===== src/rtl/proc_isa_pkg.sv =====
// ---------------------------------------------------------------------------
// proc_isa_pkg
// Shared definitions for the 8-bit mv/mvi/add/sub processor and its program
// loader/server: opcode encodings, the opcode field position, error bit
// indices and the loader state encoding.
// ---------------------------------------------------------------------------
package proc_isa_pkg;

   localparam logic [1:0] OP_MV  = 2'b00;
   localparam logic [1:0] OP_MVI = 2'b01;   // next word is an immediate
   localparam logic [1:0] OP_ADD = 2'b10;
   localparam logic [1:0] OP_SUB = 2'b11;

   localparam int OPC_MSB = 7;
   localparam int OPC_LSB = 6;

   localparam int ERR_OVF    = 0;           // program longer than the RAM
   localparam int ERR_DANGLE = 1;           // program ends on an mvi opcode

   typedef enum logic [1:0] {
      ST_IDLE = 2'd0,
      ST_LOAD = 2'd1,
      ST_RUN  = 2'd2
   } state_t;

   // Opcode field of an instruction word.
   function automatic logic [1:0] opcode_of(input logic [7:0] word);
      return word[OPC_MSB:OPC_LSB];
   endfunction

endpackage


===== src/rtl/prog_ram.sv =====
// ---------------------------------------------------------------------------
// prog_ram
// DEPTH x 8 instruction RAM: one synchronous write port and one registered
// read port. Deliberately has no reset so it maps onto block/distributed RAM.
//
// Ports:
//   clk    in   clock, rising edge
//   we     in   write enable
//   waddr  in   write address
//   wdata  in   write data
//   re     in   read enable; rdata updates on the next edge
//   raddr  in   read address
//   rdata  out  registered read data (holds when re is low)
// ---------------------------------------------------------------------------
module prog_ram #(
   parameter int DEPTH = 32,
   parameter int AW    = 5
) (
   input  logic          clk,
   input  logic          we,
   input  logic [AW-1:0] waddr,
   input  logic [7:0]    wdata,
   input  logic          re,
   input  logic [AW-1:0] raddr,
   output logic [7:0]    rdata
);

   logic [7:0] mem_r [DEPTH];

   // Write port.
   always_ff @(posedge clk) begin
      if (we) begin
         mem_r[waddr] <= wdata;
      end
   end

   // Registered read port.
   always_ff @(posedge clk) begin
      if (re) begin
         rdata <= mem_r[raddr];
      end
   end

endmodule


===== src/rtl/prog_loader_server.sv =====
// ---------------------------------------------------------------------------
// prog_loader_server
// Program-side partner of the 8-bit mv/mvi/add/sub processor. A program is
// streamed in on a valid/ready load port, stored in an internal RAM, checked
// for mvi/immediate pairing, and then served back word by word on a req/valid
// fetch port with wrap-around addressing.
//
// Optional build macro: LOAD_CHECKSUM_EN adds ld_sum, the mod-256 sum of all
// accepted load words.
//
// Ports:
//   CLOCK_50      in   system clock, rising edge
//   reset         in   synchronous active-high reset
//   start_load    in   pulse: begin a new program load (from any state)
//   ld_valid      in   load word present
//   ld_data       in   instruction or immediate word
//   ld_last       in   ld_data is the final program word
//   ld_ready      out  load word can be accepted
//   fetch_req     in   request next instruction word
//   fetch_valid   out  one-cycle response pulse
//   fetch_data    out  returned word
//   fetch_addr    out  address of the returned word
//   fetch_is_imm  out  returned word is the immediate of a preceding mvi
//   prog_len      out  number of words loaded (1..DEPTH)
//   running       out  serving fetches
//   err           out  bit0 overflow, bit1 dangling mvi (sticky)
//   ld_sum        out  (LOAD_CHECKSUM_EN only) sum of accepted load words
// ---------------------------------------------------------------------------
module prog_loader_server
   import proc_isa_pkg::*;
#(
   parameter int DEPTH = 32,
   parameter int AW    = 5
) (
   input  logic          CLOCK_50,
   input  logic          reset,
   input  logic          start_load,
   input  logic          ld_valid,
   input  logic [7:0]    ld_data,
   input  logic          ld_last,
   output logic          ld_ready,
   input  logic          fetch_req,
   output logic          fetch_valid,
   output logic [7:0]    fetch_data,
   output logic [AW-1:0] fetch_addr,
   output logic          fetch_is_imm,
   output logic [AW:0]   prog_len,
   output logic          running,
`ifdef LOAD_CHECKSUM_EN
   output logic [7:0]    ld_sum,
`endif
   output logic [1:0]    err
);

   localparam logic [AW-1:0] LAST_ADDR = AW'(DEPTH - 1);
   localparam logic [AW-1:0] ZERO_ADDR = AW'(0);
   localparam logic [AW-1:0] ONE_ADDR  = AW'(1);
   localparam logic [AW:0]   FULL_LEN  = (AW + 1)'(DEPTH);
   localparam logic [AW:0]   ONE_LEN   = (AW + 1)'(1);

   state_t        state_r;
   logic [AW-1:0] wr_ptr_r;
   logic [AW-1:0] rd_ptr_r;
   logic          ld_imm_pending_r;
   logic          imm_track_r;
   logic          ld_ready_r;
   logic          fetch_valid_r;
   logic [AW-1:0] fetch_addr_r;
   logic          fetch_is_imm_r;
   logic [AW:0]   prog_len_r;
   logic          running_r;
   logic [1:0]    err_r;

   logic          ld_accept_s;
   logic          ld_is_mvi_s;
   logic          ld_term_s;
   logic          fetch_accept_s;
   logic          rd_wrap_s;
   logic          imm_track_s;
   logic [7:0]    ram_q_s;

   // Load-side handshake decode; start_load masks any accept in its cycle.
   always_comb begin
      ld_accept_s = 1'b0;
      ld_is_mvi_s = 1'b0;
      ld_term_s   = 1'b0;
      if ((state_r == ST_LOAD) && ld_ready_r && ld_valid && !start_load) begin
         ld_accept_s = 1'b1;
         // A word following an mvi is an immediate and never decoded.
         ld_is_mvi_s = (opcode_of(ld_data) == OP_MVI) && !ld_imm_pending_r;
         ld_term_s   = ld_last || (wr_ptr_r == LAST_ADDR);
      end else begin
         ld_accept_s = 1'b0;
      end
   end

   // Fetch-side decode and the immediate tracker for the next response.
   always_comb begin
      fetch_accept_s = 1'b0;
      rd_wrap_s      = 1'b0;
      imm_track_s    = imm_track_r;
      if ((state_r == ST_RUN) && fetch_req && !start_load) begin
         fetch_accept_s = 1'b1;
      end else begin
         fetch_accept_s = 1'b0;
      end
      rd_wrap_s = (({1'b0, rd_ptr_r} + ONE_LEN) == prog_len_r);
      // The word just returned decides whether the next word is an immediate.
      if (fetch_valid_r) begin
         imm_track_s = (opcode_of(ram_q_s) == OP_MVI) && !fetch_is_imm_r;
      end else begin
         imm_track_s = imm_track_r;
      end
   end

   // Main control FSM: load sequencing, error capture and fetch pipeline.
   always_ff @(posedge CLOCK_50) begin
      if (reset) begin
         state_r          <= ST_IDLE;
         wr_ptr_r         <= ZERO_ADDR;
         rd_ptr_r         <= ZERO_ADDR;
         ld_imm_pending_r <= 1'b0;
         imm_track_r      <= 1'b0;
         ld_ready_r       <= 1'b0;
         fetch_valid_r    <= 1'b0;
         fetch_addr_r     <= ZERO_ADDR;
         fetch_is_imm_r   <= 1'b0;
         prog_len_r       <= '0;
         running_r        <= 1'b0;
         err_r            <= 2'b00;
      end else if (start_load) begin
         state_r          <= ST_LOAD;
         wr_ptr_r         <= ZERO_ADDR;
         rd_ptr_r         <= ZERO_ADDR;
         ld_imm_pending_r <= 1'b0;
         imm_track_r      <= 1'b0;
         ld_ready_r       <= 1'b0;
         fetch_valid_r    <= 1'b0;
         fetch_addr_r     <= ZERO_ADDR;
         fetch_is_imm_r   <= 1'b0;
         prog_len_r       <= '0;
         running_r        <= 1'b0;
         err_r            <= 2'b00;
      end else begin
         case (state_r)
            ST_IDLE: begin
               ld_ready_r    <= 1'b0;
               fetch_valid_r <= 1'b0;
            end
            ST_LOAD: begin
               fetch_valid_r <= 1'b0;
               if (ld_accept_s) begin
                  wr_ptr_r         <= wr_ptr_r + ONE_ADDR;
                  ld_imm_pending_r <= ld_is_mvi_s;
               end
               if (ld_term_s) begin
                  state_r    <= ST_RUN;
                  running_r  <= 1'b1;
                  ld_ready_r <= 1'b0;
                  // wr_ptr+1 reaches DEPTH on the last slot, so one formula
                  // covers both the ld_last and the overflow case.
                  prog_len_r <= {1'b0, wr_ptr_r} + ONE_LEN;
                  err_r[ERR_OVF]    <= err_r[ERR_OVF] | !ld_last;
                  err_r[ERR_DANGLE] <= err_r[ERR_DANGLE] | ld_is_mvi_s;
               end else begin
                  ld_ready_r <= 1'b1;
               end
            end
            ST_RUN: begin
               fetch_valid_r <= fetch_accept_s;
               imm_track_r   <= imm_track_s;
               if (fetch_accept_s) begin
                  fetch_addr_r <= rd_ptr_r;
                  // Word 0 is never an immediate: the tracker clears on wrap.
                  fetch_is_imm_r <= (rd_ptr_r == ZERO_ADDR) ? 1'b0 : imm_track_s;
                  rd_ptr_r <= rd_wrap_s ? ZERO_ADDR : (rd_ptr_r + ONE_ADDR);
               end else begin
                  fetch_is_imm_r <= 1'b0;
               end
            end
            default: begin
               state_r       <= ST_IDLE;
               ld_ready_r    <= 1'b0;
               fetch_valid_r <= 1'b0;
               running_r     <= 1'b0;
            end
         endcase
      end
   end

`ifdef LOAD_CHECKSUM_EN
   logic [7:0] ld_sum_r;

   // Running mod-256 sum of accepted load words; frozen outside LOAD.
   always_ff @(posedge CLOCK_50) begin
      if (reset || start_load) begin
         ld_sum_r <= 8'h00;
      end else if (ld_accept_s) begin
         ld_sum_r <= ld_sum_r + ld_data;
      end
   end

   assign ld_sum = ld_sum_r;
`endif

   prog_ram #(
      .DEPTH (DEPTH),
      .AW    (AW)
   ) u_ram (
      .clk   (CLOCK_50),
      .we    (ld_accept_s),
      .waddr (wr_ptr_r),
      .wdata (ld_data),
      .re    (fetch_accept_s),
      .raddr (rd_ptr_r),
      .rdata (ram_q_s)
   );

   assign ld_ready     = ld_ready_r;
   assign fetch_valid  = fetch_valid_r;
   // RAM read register has no reset; mask it so fetch_data is 0 when idle.
   assign fetch_data   = ram_q_s & {8{fetch_valid_r}};
   assign fetch_addr   = fetch_addr_r;
   assign fetch_is_imm = fetch_is_imm_r;
   assign prog_len     = prog_len_r;
   assign running      = running_r;
   assign err          = err_r;

endmodule

===== config.mk =====
export PLATFORM = sky130hd
export DESIGN_NAME = prog_loader_server
export DESIGN_NICKNAME = d
export VERILOG_FILES = /design/src/rtl/proc_isa_pkg.sv /design/src/rtl/prog_ram.sv /design/src/rtl/prog_loader_server.sv
export SDC_FILE = /design/constraint.sdc
export NUM_CORES = 1
export LEC_CHECK = 0
export BUFFER_PORTS_ARGS = -buffer_cell sky130_fd_sc_hd__buf_2
export CAP_MARGIN = 10
export CORE_ASPECT_RATIO = 0.6
export CORE_MARGIN = 2
export CORE_UTILIZATION = 40
export DETAILED_ROUTE_END_ITERATION = 10
export GPL_ROUTABILITY_DRIVEN = 0
export GPL_TIMING_DRIVEN = 0
export PLACE_DENSITY = 0.58
export SYNTH_ARGS = -nofsm -noshare
export SYNTH_HDL_FRONTEND = slang
export SYNTH_SLANG_ARGS = --single-unit

===== constraint.sdc =====
create_clock -name CLOCK_50 -period 8.9 [get_ports CLOCK_50]
set_input_delay 2.67 -clock CLOCK_50 [delete_from_list [all_inputs] [get_ports CLOCK_50]]
set_output_delay 2.67 -clock CLOCK_50 [all_outputs]
set_load 0.05 [all_outputs]

== Word-level counts from Yosys, hierarchy flattened ==
Memories as Yosys holds them, arrays and structs flattened. A register that Yosys moved wholly into a read port is not among the register bits.
Cells that the tools add are included.

* Memories kept: 1
* Memory bits (writable): 256
* Output and inout bits: 25
* Word-level logic and storage cells: 71
* Register bits after elaboration: 31
* Bits of input ports: 14

{| class="wikitable"
|+ Memories
! memory !! words !! width !! read ports !! clocked after memory_dff !! wr ports !! line !! source
|-
| u_ram.mem_r || 32 || 8 || 1 || 1 || 1 || prog_ram.sv:28 || <nowiki>logic [7:0] mem_r [DEPTH];</nowiki>
|}

* $add $sub $neg: 4
* Reduce and logical (&&, ||, !) cells: 22
* Bitwise operators: 5
* Equal/unequal tests: 9
* Mux-type cells: 17

{| class="wikitable"
|+ Operators by type and width
! kind !! count
|-
| $add A5 B1 Y6 const B || 2
|-
| $mux W1 || 12
|-
| $add A5 B1 Y5 const B || 2
|-
| $reduce_and A2 Y1 || 5
|-
| $and A8 B8 Y8 || 1
|-
| $logic_and A1 B1 Y1 || 7
|-
| $eq A2 B1 Y1 const B || 3
|-
| $eq A6 B6 Y1 || 1
|-
| $eq A5 B5 Y1 const B || 1
|-
| $logic_not A5 Y1 || 1
|-
| $mux W5 || 1
|-
| $logic_not A1 Y1 || 4
|-
| $pmux W1 S2 || 2
|-
| $pmux W2 S2 || 1
|-
| $reduce_or A2 Y1 || 2
|-
| $ne A3 B3 Y1 const B || 1
|-
| $reduce_or A3 Y1 || 1
|-
| $eq A2 B2 Y1 const B || 1
|-
| $logic_not A2 Y1 || 1
|-
| $mux W2 || 1
|-
| $ne A2 B1 Y1 const B || 1
|-
| $ne A2 B2 Y1 const B || 1
|-
| $not A1 Y1 || 2
|-
| $or A1 B1 Y1 || 2
|-
| $logic_or A1 B1 Y1 || 1
|}

== Longest topological paths before layout ==
Gate-level depths: netlist of the first run.

* Depth in word-level cells: 8
* Mapped depth: 9
* Mapped depth without buffers: 8

== Hierarchy ==
From an unflattened synthesis of the first run, not the netlist that was laid out.

* Cell total of the unflattened synthesis: 589
* Area total of the unflattened synthesis: 11576.1 µm²

{| class="wikitable"
|+ Modules (own cells, without submodules)
! module !! cells an instance !! seq. area each (µm²) !! area each (µm²) !! times used
|-
| prog_ram || 417 || 7927.6 || 10133.5 || 1
|-
| prog_loader_server || 172 || 600.6 || 1442.6 || 1
|}

== Worst setup path after synthesis of the first run ==
Ideal clock, no wire load.

* Path type: input -> register
* Start: in start_load
* End: mem u_ram.mem_r[14][0], enable pin
* Cell stages on the path: 5
* Buffers on the path: 1
* Required time: 8517 ps
* Path slack: 4139 ps
* Setup time: 383 ps
* Arrival: 4378 ps
* Cells stage by stage: nor4bb_1 > and2_1 > clkbuf_1 > nand2_1 > nor3_1

* Word-level cells in the longest chain between the ends: 5

{| class="wikitable"
|+ Ends and longest elaborated chain
! item !! line !! source
|-
| start, declared || prog_loader_server.sv:37 || <nowiki>input logic start_load,</nowiki>
|-
| $logic_not A1 Y1 || prog_loader_server.sv:87 || <nowiki>if ((state_r == ST_LOAD) && ld_ready_r && ld_valid && !start_load) begin</nowiki>
|-
| $logic_and A1 B1 Y1 || prog_loader_server.sv:87 ||
|-
| $mux W1 || prog_loader_server.sv:87 ||
|-
| $mux W1 || prog_ram.sv:32 || <nowiki>if (we) begin</nowiki>
|-
| $mux W1 (not written as such) || prog_ram.sv:33 || <nowiki>mem_r[waddr] <= wdata;</nowiki>
|-
| end, declared || prog_ram.sv:28 ||
|}

Every way passes these cells.

== Worst setup path after layout of the first run ==
* Start: in start_load
* End: mem u_ram.mem_r[12][3], enable pin

Same word-level chain as after synthesis.

==> reports/qor.csv, run 1 <==
stage,metric,value,unit
finish,fillers,2377,
floorplanning,DIE AREA,0.0304,sq mm
timing,Clock Skew,30.1,ps
critical_path,Worst setup EP type,register,
logic_synthesis,sequential area share after synthesis,0.735,
power,Pwr Density,209,mW/mm^2
logic_synthesis,Syn Nets,614,
finish,n_diodes,0,
logic_synthesis,synth warn,0,
clock_tree,Clock Latency Late Sink,560,ps
logic_synthesis,Synth top area share,0.683,
critical_path,delay of the slowest critical-path stage,1030,ps
logic_synthesis,Post-Syn Area,0.0116,sq mm
floorplanning,FP Rows,48,
global_route,vias in the first global route,5669,
clock_tree,Hold Buf Count CTS,0,
clock_tree,# H-tree levels,1,
global_route,initial antenna violation count,6,
clock_tree,CTS buffer count,26,
floorplanning,io pins,39,
placed_design,Port Buf Inserts,38,
detailed_routing,wire length per cell,26.1,microns
timing,"Hold Violations, Final",0,
global_route,Total GRT Usage,0.184,
detailed_routing,DR pass1 iterations,5,
critical_path,Setup crit start kind,input pin,
timing,headroom to the max-slew limit,0.201,
timing,fmax,183,MHz
critical_path,worst path buffer plus inverter count,2,
logic_synthesis,"Top FF cell, synth",edfxtp_1,
critical_path,Worst EP arrival,5640,ps
logic_synthesis,"EDFF count, synth",264,
floorplanning,core area,0.0286,sq mm
global_route,global route overflow,0,
logic_synthesis,Post-synth top cells,"edfxtp_1 (264), mux4_2 (80), nor2_1 (56)",
timing,Tightest Pin Transition,1190,ps
power,Leak,0.00417,uW
critical_path,"critical path fanouts, max",10,
clock_tree,clock slew at reported path FFs,70,ps
timing,RSZ-0062 raised after global routing,no,
timing,Final Hold Slack,471,ps
detailed_routing,drc violations,0,
power,maximum vdd drop,0.136,mV
logic_synthesis,"count leader, synth",edfxtp_1,
critical_path,Crit Path Class,input pin to register,
logic_synthesis,synthesis-stage register bit count,294,
clock_tree,CTS tree,done,
status,status,"complete, no violations",
detailed_routing,number of nets with antenna violations after routing,0,
detailed_routing,Post-Route WL,27.5,mm
timing,min cycle time layout,5470,ps
finish,Layout Nets,682,
logic_synthesis,post-synth top area cell,edfxtp_1,
placed_design,detailed placer's ending HPWL,19.0,mm
global_route,met2 Use GR,0.244,
global_route,GRT met3 Usage,0.0679,
detailed_routing,1st-iter DRT viols,620,
clock_tree,post-CTS sizing,0,
global_route,GR met1 Demand/Resource,0.288,
logic_synthesis,Synth area leaders,"edfxtp_1 (68%), mux4_2 (16%), dfxtp_1 (5.2%)",
logic_synthesis,share of async-settable or async-resettable flops after synthesis,0,
timing,setup violators final,0,
clock_tree,Clock Sinks,294,
critical_path,CP cell instances,buf_2 -> nor4bb_1 -> and2_1 -> clkbuf_1 -> nand2_1 -> nor3_1,
global_route,first-pass GRT wire length,39.1,mm
logic_synthesis,post-synthesis cell count,593,
clock_tree,post-CTS setup buffers,0,
floorplanning,Initial Util,0.405,
clock_tree,root cell of the clock tree,clkbuf_16,
detailed_routing,Via density,5.65,
finish,area grow syn2layout,13.7,%
placed_design,pre-CTS setup slack,2700,ps
finish,layout cells sized above 1,0.272,
timing,"Slew Viols, Final",0,
floorplanning,Die W,224,microns
critical_path,Crit path max-delay family,simple AND/OR/NAND/NOR gates,
min_path,type of the worst min-delay path,register to register,
logic_synthesis,synthesized area per cell,19.6,sq um
run,maxcap violations,0,
timing,crit share post-route,0.615,
global_route,busiest grt layer,met1,
floorplanning,Die Y,136,microns
critical_path,CP max-delay cell,nor3_1,
critical_path,"Req. time, crit path",9070,ps
detailed_routing,Via Count,5953,
timing,Final WS setup,3430,ps
global_route,largest net degree at the start of global routing,34,
clock_tree,CTS max path bufs,3,
logic_synthesis,Unique masters post-synth,41,
timing,setup TNS,0,ps
[layout make-up]
cell class	count	area [sq um]	share of cell area
buffer	31	156	0.0118
sequential	294	8530	0.646
multi-input combinational	264	2910	0.220
clock inverter	18	243	0.0184
tap	375	469	0.0355
clock buffer	28	679	0.0515
inverter	4	15.0	0.00114
timing repair buffer	40	203	0.0154
[report_power, final]
group	internal [uW]	switching, uW
combinational	4.21	26.1
sequential	1500	0.546
clock	725	500
total	2230	526
[tightest hold or removal path, stage by stage, from the launching register on]
cell and delay (ps):
dfxtp_1 310, nand2_1 60, a21oi_1 60
[routing by layer]
| metal | up-vias | routed length (microns) |
|---|---|---|
| met4 | 0 | 333 |
| met3 | 30 | 3080 |
| met5 | - | 0 |
| met2 | 249 | 11300 |
| met1 | 3157 | 12800 |
| li1 | 2517 | - |
[metrics by stage]
stage / instance area (sq um) / std cells / power [uW] / utilization
global placement: 12300 / 1006 / 1560 / 0.428
finish: 13200 / 1054 / 2760 / 0.461
detailed placement: 12300 / 1006 / 1560 / 0.428
floorplan: 11600 / 593 / 1540 / -
global route: 13200 / 1054 / 2830 / 0.461
CTS: 13200 / 1052 / 2780 / 0.460
[worst paths after layout]
| path | from | endpoint | slack [ps] | depth (start not counted) |
|---|---|---|---|---|
| max | start_load | u_ram.mem_r[12][3] | 3430 | 6 |
| min | imm_track_r | imm_track_r | 470 | 2 |
| max reg2reg | ld_ready | u_ram.mem_r[12][3] | 5310 | 5 |
| min reg2reg | imm_track_r | imm_track_r | 470 | 2 |
[registers in the layout, summed over array words and instances (netlist names)]
name,cells
state_r,2
fetch_is_imm,1
ld_ready,1
prog_len,6
rd_ptr_r,5
u_ram.mem_r,256
u_ram.rdata,8
ld_imm_pending_r,1
err,2
fetch_valid,1
fetch_addr,5
imm_track_r,1
wr_ptr_r,5
[kinds of logic (layout without fill, tap and decap cells)]
kind of cell,Yosys count,count (layout),synth area share
AO/OA/AOI/OAI,23,23,0.0126
XOR/XNOR,12,12,0.00905
adder cells (fa/ha/maj),7,7,0.00754
buffers and inverters,35,121,0.0148
flip-flops,294,294,0.735
multiplexers,95,95,0.169
AND/OR/NAND/NOR,127,127,0.0523
[layout by cell type (no fill, tap or decap), types with 2 or more instances in the layout]
master | synthesis | layout
edfxtp_1 | 264 | 264
mux4_2 | 80 | 80
nor2_1 | 56 | 56
buf_2 | 2 | 40
dfxtp_1 | 30 | 30
clkbuf_16 | 0 | 27
clkbuf_1 | 23 | 24
nand2_1 | 20 | 20
a21oi_1 | 12 | 12
and2_1 | 9 | 9
mux2_2 | 9 | 9
and3_1 | 8 | 8
nand3_1 | 8 | 8
xor2_1 | 7 | 7
ha_1 | 7 | 7
clkinv_2 | 0 | 7
nor3_1 | 6 | 6
mux2i_1 | 6 | 6
bufinv_16 | 0 | 6
buf_6 | 5 | 5
xnor2_1 | 5 | 5
nand3b_1 | 4 | 4
inv_1 | 3 | 3
nor2b_1 | 3 | 3
clkinv_1 | 0 | 3
or3b_2 | 2 | 2
or2_2 | 2 | 2
a22oi_1 | 2 | 2
o21ai_0 | 2 | 2
nor4_1 | 2 | 2
nor3b_1 | 2 | 2
No activity file was read; power rests on OpenSTA's default activity.
==> run 2: changes to the inputs <==
--- a/config.mk
+++ b/config.mk
@@ -13,7 +13,7 @@
 export DETAILED_ROUTE_END_ITERATION = 10
 export GPL_ROUTABILITY_DRIVEN = 0
 export GPL_TIMING_DRIVEN = 0
-export PLACE_DENSITY = 0.58
+export PLACE_DENSITY = 0.61
 export SYNTH_ARGS = -nofsm -noshare
 export SYNTH_HDL_FRONTEND = slang
 export SYNTH_SLANG_ARGS = --single-unit
==> constraint.sdc (replaced) <==
create_clock -name CLOCK_50 -period 5 [get_ports CLOCK_50]
set_input_delay 1.5 -clock CLOCK_50 [delete_from_list [all_inputs] [get_ports CLOCK_50]]
set_output_delay 1.5 -clock CLOCK_50 [all_outputs]
set_load 0.05 [all_outputs]
==> reports/qor.csv, run 2 (same netlist as run 1, synthesis figures left out) <==
stage,metric,value,unit
status,status,"complete, no violations",
finish,"commonest cells after routing, fill and taps aside","edfxtp_1 (264), mux4_2 (80), nor2_1 (56)",
critical_path,r2r setup slk,1620,ps
critical_path,Crit path max-delay family,simple AND/OR/NAND/NOR gates,
clock_tree,post-CTS setup buffers,0,
placed_design,Port Buf Inserts,38,
critical_path,Setup crit start kind,input pin,
power,Sw Ratio,0.196,
floorplanning,Die Y,136,microns
global_route,initial antenna violation count,2,
finish,max FFs per register,256,
run,maxcap violations,0,
finish,"commonest non-fill, non-tap cell in the layout",edfxtp_1,
placed_design,detailed placer's ending HPWL,18.5,mm
detailed_routing,1st-iter DRT viols,693,
detailed_routing,Via Count,5868,
finish,most flop-heavy register,u_ram.mem_r,
floorplanning,FP Rows,48,
critical_path,Crit Path Class,input pin to register,
critical_path,FF-to-FF path depth,5,
global_route,global route overflow,0,
clock_tree,post-CTS sizing,0,
clock_tree,Clock Latency Late Sink,560,ps
detailed_routing,wire length per cell,25.5,microns
global_route,first-pass GRT wire length,38.9,mm
power,Leak,0.00412,uW
global_route,largest net degree at the start of global routing,34,
timing,Clock Skew,32.6,ps
critical_path,delay of the slowest critical-path stage,760,ps
min_path,type of the worst min-delay path,register to register,
timing,Final Hold Slack,459,ps
critical_path,Worst EP arrival,4290,ps
finish,area grow syn2layout,13.0,%
power,net switching power,921,uW
critical_path,Worst setup EP type,register,
finish,n_diodes,0,
timing,setup TNS,0,ps
global_route,vias in the first global route,5657,
critical_path,CP cell instances,buf_2 -> nor4bb_1 -> and2_1 -> clkbuf_1 -> nand2_1 -> nor2_1,
min_path,Min-Delay Path Depth,2,
clock_tree,CTS tree,done,
finish,fillers,2401,
finish,layout cells sized above 1,0.268,
power,Gate power share,0.012,
timing,fmax,242,MHz
critical_path,worst flop-to-flop path endpoint,u_ram.mem_r[5][5],
power,Seq pwr share,0.570,
power,Pwr Density,358,mW/mm^2
timing,crit share post-route,0.826,
critical_path,CP max-delay cell,nor2_1,
power,P_int,3770,uW
clock_tree,CTS max path bufs,3,
clock_tree,root cell of the clock tree,clkbuf_16,
clock_tree,CTS buffer count,26,
timing,min cycle time layout,4130,ps
detailed_routing,Via density,5.56,
min_path,Hold Path Sink,imm_track_r,
finish,Layout Nets,682,
clock_tree,Clock Sinks,294,
timing,Tightest Pin Transition,978,ps
detailed_routing,drc violations,0,
critical_path,worst path buffer plus inverter count,2,
placed_design,placed insts,1006,
clock_tree,Hold Buf Count CTS,0,
critical_path,worst r2r src,state_r[1],
timing,"Hold Violations, Final",0,
timing,RSZ-0062 raised after global routing,no,
power,clock network power share,0.419,
timing,headroom to the max-slew limit,0.348,
critical_path,"critical path fanouts, max",10,
detailed_routing,DR pass1 iterations,5,
floorplanning,DIE AREA,0.0304,sq mm
floorplanning,Die W,224,microns
clock_tree,clock slew at reported path FFs,60,ps
detailed_routing,number of nets with antenna violations after routing,0,
clock_tree,# H-tree levels,1,
global_route,Total GRT Usage,0.180,
critical_path,"Req. time, crit path",5160,ps
floorplanning,core area,0.0286,sq mm
floorplanning,Initial Util,0.405,
detailed_routing,Post-Route WL,26.9,mm
power,Tot Pwr,4690,uW
min_path,min-delay src,imm_track_r,
timing,setup violators final,0,
floorplanning,io pins,39,
timing,"Slew Viols, Final",0,
finish,Non-Filler Instances,1055,
power,maximum vdd drop,0.307,mV
[run 2: worst min-delay path: stages (launching register included)]
cell and delay [ps]:
dfxtp_1 310, nand2_1 50, a21oi_1 50
[run 2: how the worst max path moves through the flow]
stage | startpoint | cells after the start | end
2_1_floorplan | start_load | 5 | u_ram.mem_r[14][0]
3_3_place_gp | start_load | 6 | u_ram.mem_r[13][0]
3_5_place_dp | start_load | 6 | u_ram.mem_r[13][0]
4_1_cts | start_load | 6 | u_ram.mem_r[13][1]
5_1_grt | start_load | 6 | u_ram.mem_r[1][0]
6_report | start_load | 6 | u_ram.mem_r[5][5]
[run 2: cell type report]
type	count	area, sq um	area share
sequential	294	8530	0.650
inverter	4	15.0	0.00114
timing repair buffer	40	203	0.0155
clock inverter	14	133	0.0101
tap	375	469	0.0358
multi-input combinational	264	2910	0.222
clock buffer	33	697	0.0531
buffer	31	156	0.0119
[run 2: through the flow]
stage          cell area, sq um  worst slack [ps]   util
2_1_floorplan             11600              1410      -
3_3_place_gp              12300              24.5  0.428
6_report                  13100               869  0.458
4_1_cts                   13100               419  0.457
3_5_place_dp              12300              -168  0.428
5_1_grt                   13100               688  0.458
[run 2: per-layer routing]
| layer | vias to the layer above | wire length [microns] | GRT usage |
|---|---|---|---|
| met4 | 0 | 246 | 0.0237 |
| met2 | 261 | 10800 | 0.232 |
| li1 | 2527 | - | - |
| met1 | 3052 | 12600 | 0.288 |
| met3 | 28 | 3280 | 0.0733 |
| met5 | - | 0 | 0 |
[run 2: power by group through the flow]
stage | clock network, uW | logic, uW | registers [uW]
after detailed placement | 0 | 54.4 | 2730
final | 1970 | 54.2 | 2670
after CTS | 1990 | 54.3 | 2670
after global placement | 0 | 49.6 | 2730
after floorplan | 0 | 7.78 | 2730
after global routing | 2110 | 58.9 | 2670
==> run 3: changes to the inputs <==
==> constraint.sdc (replaced) <==
create_clock -name CLOCK_50 -period 3.3 [get_ports CLOCK_50]
set_input_delay 0.99 -clock CLOCK_50 [delete_from_list [all_inputs] [get_ports CLOCK_50]]
set_output_delay 0.99 -clock CLOCK_50 [all_outputs]
set_load 0.05 [all_outputs]
==> reports/qor.csv, run 3 (same netlist as run 1, synthesis figures left out) <==
stage,metric,value,unit
power,Sw Ratio,0.197,
clock_tree,Clock Sinks,294,
floorplanning,core area,0.0286,sq mm
clock_tree,root cell of the clock tree,clkbuf_16,
placed_design,Port Buf Inserts,38,
floorplanning,Initial Util,0.405,
critical_path,worst flop-to-flop path endpoint,u_ram.mem_r[4][2],
finish,Non-Filler Instances,1054,
finish,Final Cell Area,0.0132,sq mm
finish,"commonest non-fill, non-tap cell in the layout",edfxtp_1,
global_route,vias in the first global route,5671,
timing,"Hold Violations, Final",0,
finish,most flop-heavy register,u_ram.mem_r,
critical_path,FF-to-FF path depth,5,
timing,Final Hold Slack,460,ps
detailed_routing,drc violations,0,
global_route,initial antenna violation count,2,
detailed_routing,Via density,5.59,
detailed_routing,Post-Route WL,27.0,mm
timing,min cycle time layout,3470,ps
placed_design,detailed placer's ending HPWL,18.5,mm
finish,area of the multi-input gates,0.00301,sq mm
power,Gate power share,0.012,
power,clock network power share,0.419,
critical_path,Worst EP arrival,3650,ps
status,status,finished with violations,
global_route,global route overflow,0,
finish,area grow syn2layout,13.9,%
timing,setup violators final,168,
critical_path,worst r2r src,state_r[1],
detailed_routing,number of nets with antenna violations after routing,0,
finish,max FFs per register,256,
critical_path,r2r setup slk,70,ps
timing,"Slew Viols, Final",0,
power,Seq pwr share,0.569,
power,maximum vdd drop,0.465,mV
critical_path,CP cell instances,buf_2 -> nor4bb_2 -> and2_1 -> clkbuf_1 -> nand2_1 -> nor2_2,
detailed_routing,Via Count,5897,
clock_tree,Clock Latency Late Sink,560,ps
placed_design,DP Area,0.0123,sq mm
timing,crit share post-route,1.05,
power,Leak,0.00411,uW
finish,n_diodes,0,
global_route,Total GRT Usage,0.181,
clock_tree,CTS buffer count,26,
floorplanning,Die Y,136,microns
floorplanning,Die W,224,microns
placed_design,placed insts,1006,
clock_tree,# H-tree levels,1,
timing,fmax,288,MHz
run,maxcap violations,0,
clock_tree,CTS tree,done,
floorplanning,DIE AREA,0.0304,sq mm
power,net switching power,1400,uW
power,Pwr Density,538,mW/mm^2
min_path,type of the worst min-delay path,register to register,
min_path,min-delay src,imm_track_r,
global_route,first-pass GRT wire length,38.9,mm
floorplanning,io pins,39,
finish,Layout Nets,681,
finish,register area,0.00853,sq mm
critical_path,worst path buffer plus inverter count,2,
finish,post-layout util,0.461,
timing,headroom to the max-slew limit,0.356,
detailed_routing,1st-iter DRT viols,619,
min_path,Hold Path Sink,imm_track_r,
floorplanning,FP Rows,48,
critical_path,"Req. time, crit path",3480,ps
timing,Clock Skew,30.4,ps
timing,Final WS setup,-174,ps
clock_tree,CTS max path bufs,3,
power,P_int,5720,uW
timing,RSZ-0062 raised after global routing,yes,
min_path,Min-Delay Path Depth,2,
finish,layout cells sized above 1,0.302,
critical_path,Setup crit start kind,input pin,
critical_path,Crit path max-delay family,simple AND/OR/NAND/NOR gates,
timing,Tightest Pin Transition,966,ps
finish,"commonest cells after routing, fill and taps aside","edfxtp_1 (264), mux4_2 (80), buf_2 (40)",
global_route,largest net degree at the start of global routing,34,
critical_path,Crit Path Class,input pin to register,
detailed_routing,DR pass1 iterations,5,
detailed_routing,wire length per cell,25.6,microns
placed_design,pre-CTS setup slack,-1360,ps
critical_path,delay of the slowest critical-path stage,640,ps
clock_tree,clock slew at reported path FFs,70,ps
critical_path,CP max-delay cell,nor4bb_2,
finish,fillers,2391,
critical_path,"critical path fanouts, max",10,
critical_path,Worst setup EP type,register,
status,failing checks,negative setup slack,
[run 3: cell count changes in the layout (fill, tap and decap cells not counted), sizes merged]
cell	change
clkbuf	-1
[run 3: worst max-delay path by stage]
stage	start	to	slack, ps	depth (start not counted)
after floorplan	start_load	u_ram.mem_r[14][0]	220	5
after global placement	start_load	u_ram.mem_r[13][0]	-1170	6
after detailed placement	start_load	u_ram.mem_r[13][0]	-1360	6
after CTS	start_load	u_ram.mem_r[5][6]	-20	6
after global routing	start_load	u_ram.mem_r[4][2]	-190	6
final	start_load	u_ram.mem_r[4][2]	-170	6
[run 3: final cells by class]
type,instances,area share
plain buffers,31,0.0118
clock buffers,33,0.0527
clock inverters,14,0.0100
inverters,4,0.00114
multi-input cells,264,0.228
flip-flops and latches,294,0.645
well taps,375,0.0355
repair buffers,39,0.0159
[run 3: what timing repair did]
item	CTS	global route
cloned	0	0
endpoints found under the setup margin	192	184
pin swaps	0	2
setup buffers	0	1
gates resized for setup	29	1
hold buffers	0	0
endpoints found under the hold margin	0	0
[run 3: layer usage]
layer | vias to the layer above | wire [microns] | global-route usage
met4 | 0 | 235 | 0.0237
met5 | - | 0 | 0
met2 | 234 | 10800 | 0.232
met1 | 3122 | 13000 | 0.289
met3 | 22 | 2920 | 0.0718
li1 | 2519 | - | -
[run 3: power by group through the flow]
| stage | combinational, uW | sequential, uW | clock (uW) |
|---|---|---|---|
| 4_1_cts | 82.9 | 4050 | 3020 |
| 5_1_grt | 89.8 | 4050 | 3190 |
| 2_1_floorplan | 11.8 | 4130 | 0 |
| 6_report | 83.0 | 4050 | 2980 |
| 3_3_place_gp | 75.2 | 4130 | 0 |
| 3_5_place_dp | 82.4 | 4130 | 0 |
[run 3: per-stage QoR]
stage	setup TNS [ps]	power, uW
floorplan	0	4140
global placement	-171300	4210
detailed placement	-188210	4210
CTS	-490	7150
global route	-23980	7330
finish	-17660	7110
[run 3: tightest hold or removal path, stage by stage (launching register included)]
cell,delay [ps]
dfxtp_1,310
nand2_1,50
a21oi_1,50
